### src/rtl/serial_pkg.sv
// Shared constants and types for the serial port bridge.
package serial_pkg;

  localparam int SERIAL_BYTE_W             = 8;
  localparam int SERIAL_DEPTH_LOG2_DEFAULT = 4;

  typedef logic [SERIAL_BYTE_W-1:0] serial_byte_t;

  localparam serial_byte_t SERIAL_EMPTY_DATA = 8'h00;

endpackage

### src/rtl/serial_port_bridge_byte_fifo.sv
// byte_fifo: first-word-fall-through byte FIFO, 2**DEPTH_LOG2 entries.
// Head data and empty/full are combinational from storage and occupancy;
// an empty FIFO presents SERIAL_EMPTY_DATA. Push while full and pop while
// empty are ignored, so a same-cycle pop never frees room for a push and a
// same-cycle push never feeds a pop.
module byte_fifo
  import serial_pkg::*;
#(
  parameter int DEPTH_LOG2 = SERIAL_DEPTH_LOG2_DEFAULT
) (
  input  logic         clock,
  input  logic         reset,
  input  logic         push,
  input  serial_byte_t push_data,
  input  logic         pop,
  output serial_byte_t head_data,
  output logic         empty,
  output logic         full
);

  localparam int                    DEPTH      = 1 << DEPTH_LOG2;
  localparam logic [DEPTH_LOG2:0]   FULL_COUNT = {1'b1, {DEPTH_LOG2{1'b0}}};
  localparam logic [DEPTH_LOG2-1:0] PTR_ONE    = DEPTH_LOG2'(1);
  localparam logic [DEPTH_LOG2:0]   CNT_ONE    = (DEPTH_LOG2 + 1)'(1);

  serial_byte_t          mem [DEPTH];
  logic [DEPTH_LOG2-1:0] wr_ptr;
  logic [DEPTH_LOG2-1:0] rd_ptr;
  logic [DEPTH_LOG2:0]   count;
  logic                  push_ok;
  logic                  pop_ok;

  assign empty   = (count == '0);
  assign full    = (count == FULL_COUNT);
  assign push_ok = push & ~full;
  assign pop_ok  = pop & ~empty;

  // Storage carries no reset; stale entries are never visible because the
  // head is gated by empty.
  always_ff @(posedge clock) begin
    if (push_ok) begin
      mem[wr_ptr] <= push_data;
    end
  end

  // Pointers wrap naturally at their width; count tracks occupancy.
  always_ff @(posedge clock or negedge reset) begin
    if (!reset) begin
      wr_ptr <= '0;
      rd_ptr <= '0;
      count  <= '0;
    end else begin
      if (push_ok) begin
        wr_ptr <= wr_ptr + PTR_ONE;
      end
      if (pop_ok) begin
        rd_ptr <= rd_ptr + PTR_ONE;
      end
      case ({push_ok, pop_ok})
        2'b10:   count <= count + CNT_ONE;
        2'b01:   count <= count - CNT_ONE;
        default: count <= count;
      endcase
    end
  end

  // Fall-through head byte.
  always_comb begin
    head_data = SERIAL_EMPTY_DATA;
    if (!empty) begin
      head_data = mem[rd_ptr];
    end
  end

endmodule

### src/rtl/serial_port_bridge.sv
// serial_port_bridge: buffered byte bridge between the datapath serial port
// and an external valid/ready byte link. One FWFT FIFO per direction.
// Optional feature macro SERIAL_LOOPBACK_EN adds loopback_in, which steers
// the TX FIFO head straight into the RX FIFO and isolates the external link.
module serial_port_bridge
  import serial_pkg::*;
#(
  parameter int DEPTH_LOG2 = SERIAL_DEPTH_LOG2_DEFAULT
) (
  input  logic         clock,
  input  logic         reset,
`ifdef SERIAL_LOOPBACK_EN
  input  logic         loopback_in,
`endif
  input  serial_byte_t cpu_wdata_in,
  input  logic         cpu_wren_in,
  input  logic         cpu_rden_in,
  output serial_byte_t cpu_rdata_out,
  output logic         cpu_rvalid_out,
  output logic         cpu_wready_out,
  output serial_byte_t ext_tx_data_out,
  output logic         ext_tx_valid_out,
  input  logic         ext_tx_ready_in,
  input  serial_byte_t ext_rx_data_in,
  input  logic         ext_rx_valid_in,
  output logic         ext_rx_ready_out,
  output logic         tx_drop_out,
  output logic         rx_drop_out
);

  logic         loopback;
  serial_byte_t tx_head;
  logic         tx_empty;
  logic         tx_full;
  logic         tx_pop;
  serial_byte_t rx_head;
  logic         rx_empty;
  logic         rx_full;
  logic         rx_push;
  serial_byte_t rx_push_data;
  logic         tx_drop;

`ifdef SERIAL_LOOPBACK_EN
  assign loopback = loopback_in;
`else
  assign loopback = 1'b0;
`endif

  // Direction steering: in loopback the TX head moves into RX whenever RX
  // has room; otherwise each FIFO talks to its external handshake.
  always_comb begin
    tx_pop       = ext_tx_ready_in;
    rx_push      = ext_rx_valid_in;
    rx_push_data = ext_rx_data_in;
    if (loopback) begin
      tx_pop       = ~rx_full & ~tx_empty;
      rx_push      = ~rx_full & ~tx_empty;
      rx_push_data = tx_head;
    end
  end

  byte_fifo #(.DEPTH_LOG2(DEPTH_LOG2)) tx_fifo (
    .clock     (clock),
    .reset     (reset),
    .push      (cpu_wren_in),
    .push_data (cpu_wdata_in),
    .pop       (tx_pop),
    .head_data (tx_head),
    .empty     (tx_empty),
    .full      (tx_full)
  );

  byte_fifo #(.DEPTH_LOG2(DEPTH_LOG2)) rx_fifo (
    .clock     (clock),
    .reset     (reset),
    .push      (rx_push),
    .push_data (rx_push_data),
    .pop       (cpu_rden_in),
    .head_data (rx_head),
    .empty     (rx_empty),
    .full      (rx_full)
  );

  // Sticky record of any CPU byte lost to a full TX FIFO.
  always_ff @(posedge clock or negedge reset) begin
    if (!reset) begin
      tx_drop <= 1'b0;
    end else if (cpu_wren_in && tx_full) begin
      tx_drop <= 1'b1;
    end
  end

  assign cpu_rdata_out    = rx_head;
  assign cpu_rvalid_out   = ~rx_empty;
  assign cpu_wready_out   = ~tx_full;
  assign ext_tx_data_out  = tx_head;
  assign ext_tx_valid_out = ~tx_empty & ~loopback;
  assign ext_rx_ready_out = ~rx_full & ~loopback;
  assign tx_drop_out      = tx_drop;
  // The external RX side is back-pressured, so nothing can be lost there.
  assign rx_drop_out      = 1'b0;

endmodule
### config.mk
export PLATFORM = sky130hd
export DESIGN_NAME = serial_port_bridge
export DESIGN_NICKNAME = d
export VERILOG_FILES = /design/src/rtl/serial_pkg.sv /design/src/rtl/serial_port_bridge_byte_fifo.sv /design/src/rtl/serial_port_bridge.sv
export SDC_FILE = /design/constraint.sdc
export NUM_CORES = 1
export LEC_CHECK = 0
export ABC_AREA = 1
export CORE_ASPECT_RATIO = 1.75
export CORE_UTILIZATION = 55
export DETAILED_ROUTE_END_ITERATION = 6
export PLACE_DENSITY = 0.73
export SLEW_MARGIN = 15
export SYNTH_ARGS = -nofsm -noshare
export SYNTH_HDL_FRONTEND = slang
export SYNTH_SLANG_ARGS = --single-unit
### constraint.sdc
create_clock -name clock -period 2.1 [get_ports clock]
set_input_delay 0.315 -clock clock [delete_from_list [all_inputs] [get_ports clock]]
set_output_delay 0.315 -clock clock [all_outputs]
set_load 0.005 [all_outputs]
==> results.md <==
- Outcome: finished with violations
- Failing checks: negative setup slack
- Worst-path clk slew: 60 ps
- Slew @ Worst Pin: 733.7 ps
- Place WS: -57.76 ps
- Max Buffers Root-to-Sink: 3
- # diodes: 0
- Final Hold Fails: 0
- Rows: 71
- Crit Path Max Fanout: 13
- P&R area growth vs syn: 27.75%
- Tot GR Track Use: 26.44%
- Final setup margin: -252.3 ps
- Synth Instances: 1,099
- Core box area: 21,590 sq um
- Ys async rst share: 9.541%
- Sequential share of power: 33.0%
- Post-route cell area: 15,550 sq um
- Clk_lat worst skew: 520 ps
- Post-synth EDFFs: 256
- Worst IR drop on VDD: 1.244 mV
- Pwr Density: 1430 nW/um^2
- Synth top area share: 63.14%
- Largest area contributor in the netlist: edfxtp_1
- Synth Warn #: 0
- Critical Path RT: 1780 ps
- Share of cells above drive strength 1: 29.68%
- Clock sink count: 283
- DRT iter0 DRCs: 478
- Die height: 198.8 microns
- Final Cycle Share: 112.0%
- Yosys cell types: 30
- Clock Skew: 13.09 ps
- NetSw: 0.008333 W
- Startpoint Class: register
- Critical Path Sink Type: output port
- Final HPWL DP: 19,040 microns
- Post-layout util: 72.05%
- Layout Cells excl Fill: 1,569
- Routed len/inst: 19.25 microns
- Placed cell areas: 13,590 sq um
- Data arrival, critical path: 2040 ps
- Most numerous cell in the Yosys netlist: nand2_1
- Setup violators final: 16
- # hold bufs at CTS: 0
- Static leakage: 6.131 nW
- Power, Total: 0.02225 W
- Total CTS buffers: 24
- Syn Std Cell Area: 12,180 sq um
- Initial Util: 56.40%
- Via-to-Cell Ratio: 5.444
- Initial antenna violation count: 0
- DRC Markers: 0
- Fillers: 1,428
- # IOs: 44
- Synth top cells by count: nand2_1 (407), edfxtp_1 (256), nand3_1 (155), nor2_1 (53), a21oi_1 (34)
- Internal power: 0.01391 W
- Full die area: 22,760 sq um
- Sw frac: 37.46%
- DR pass1 iterations: 5
- Register area share after synthesis: 68.69%
- Comb power frac: 46.7%
- I/O Buffers: 42
- Antenna Nets Post-Route: 0
- RSZ-0062 raised after global routing: true
- Die span in x: 114.5 microns
- H-tree depth: 1
- Synth Register Bits: 283
- Nets: 1,298
- Overflow after GRT: 0
- Fmax: 0.4251 GHz
- Global-route wire length before repair: 44,720 microns
- Minimum clock period: 2352 ps
- Routed wire length: 30,200 microns
- Clock network fraction of total power: 20.3%
- CTS tree: built
- DR vias: 8,541
- Worst Hold Class: in -> async
- Final Slew Violations: 0
- Worst Setup Path Type: reg -> out
- Max-slew headroom: 50.93%
- Main synth FF type: edfxtp_1
- Cells after DPL: 1,485
- Number of global-route vias before repair: 8,654
- CTS Root Cell: clkbuf_16
- Syn Area/Cell: 11.08 sq um
- Pin count of the biggest net entering global routing: 28
- Syn_nets: 1,138
- RePlAce Congestion: 0.9271
- Top cells by area, synth: edfxtp_1 (63%), nand2_1 (13%), nand3_1 (6.4%)
- Max-cap violation count: 0
[flip-flops by register name, summed over array words and instances, names as in the netlist]
register	count
rx_fifo.wr_ptr	4
tx_fifo.count	5
tx_fifo.rd_ptr	4
tx_drop_out	1
rx_fifo.rd_ptr	4
rx_fifo.mem	128
tx_fifo.wr_ptr	4
rx_fifo.count	5
tx_fifo.mem	128
[logic make-up after synthesis]
family	after synthesis	share of synthesized area (%)
adders and majority gates	17	1.747
AOI/OAI and AO/OA	52	2.251
and+or+nand+nor	640	22.03
xor gates and xnor gates	19	1.367
other	1	0.03080
buffers and inverters	87	3.885
DFF	283	68.69
[power groups by stage]
stage | clock [W] | combinational, W | sequential (W)
2_1_floorplan | 0 | 0.00490 | 0.00730
3_3_place_gp | 0 | 0.00806 | 0.00739
3_5_place_dp | 0 | 0.00818 | 0.00741
4_1_cts | 0.00456 | 0.00951 | 0.00732
5_1_grt | 0.00474 | 0.0112 | 0.00741
6_report | 0.00451 | 0.0104 | 0.00735
[what timing repair did]
item,CTS,global route
setup buffers,23,16
pin swaps,46,54
cloned,8,3
resized for setup,163,113
endpoints found under the setup margin,21,23
[cells in the final DEF, fill, tap and decap left out, drive strengths merged, types with 22 or more instances in the layout]
cell             n
a21oi           35
buf            151
clkbuf          36
clkdlybuf4s50   22
dfrtp           27
edfxtp         256
inv             40
nand2          412
nand3          155
nor2            58
[per-stage QoR]
stage / hold slack, ps / setup TNS (ps)
global placement: 463.8 / -194.1
CTS: 200.1 / -3967
floorplan: 19.41 / -2.272
detailed placement: 475.4 / -308.7
finish: 191.6 / -3303
global route: 222.6 / -4920
[cell type report]
type,count,area (sq um),share of cell area [%]
clock inverter,13,133.9,0.8607
sequential,283,8369,53.81
multi-input combinational,729,4030,25.91
inverter,39,158.9,1.022
timing repair buffer,182,1828,11.75
clock buffer,31,668.1,4.296
tap,292,365.4,2.349
[final timing paths]
path / start / endpoint / slack [ps] / cells past startpoint
min: reset / tx_fifo.rd_ptr[2] / 190 / 2
max: tx_fifo.rd_ptr[0] / ext_tx_data_out[7] / -250 / 10
max in group asynchronous: reset / tx_fifo.count[2] / 1580 / 2
min reg2reg: tx_drop_out / tx_drop_out / 480 / 1
max reg2reg: tx_fifo.count[3] / tx_fifo.count[4] / 90 / 14
min in group clock: cpu_wren_in / tx_drop_out / 430 / 3
[worst max-delay path, stage by stage (launching register included)]
cell	delay [ps]
dfrtp_2	450
buf_6	150
buf_4	130
buf_12	150
nand2_1	90
nand3_2	110
nand3_2	100
nand3_2	90
nand2_2	80
nor2_1	40
buf_2	120
[layer usage]
metal  part of all wire [%]  vias up  track usage, %
li1                       -     4055               -
met1                     34     4112           26.35
met2                     56      271           51.40
met3                    3.9      103           2.498
met4                    6.5        0           16.50
met5                      0        -               0
Note: power is estimated with default switching activity, not from simulation.
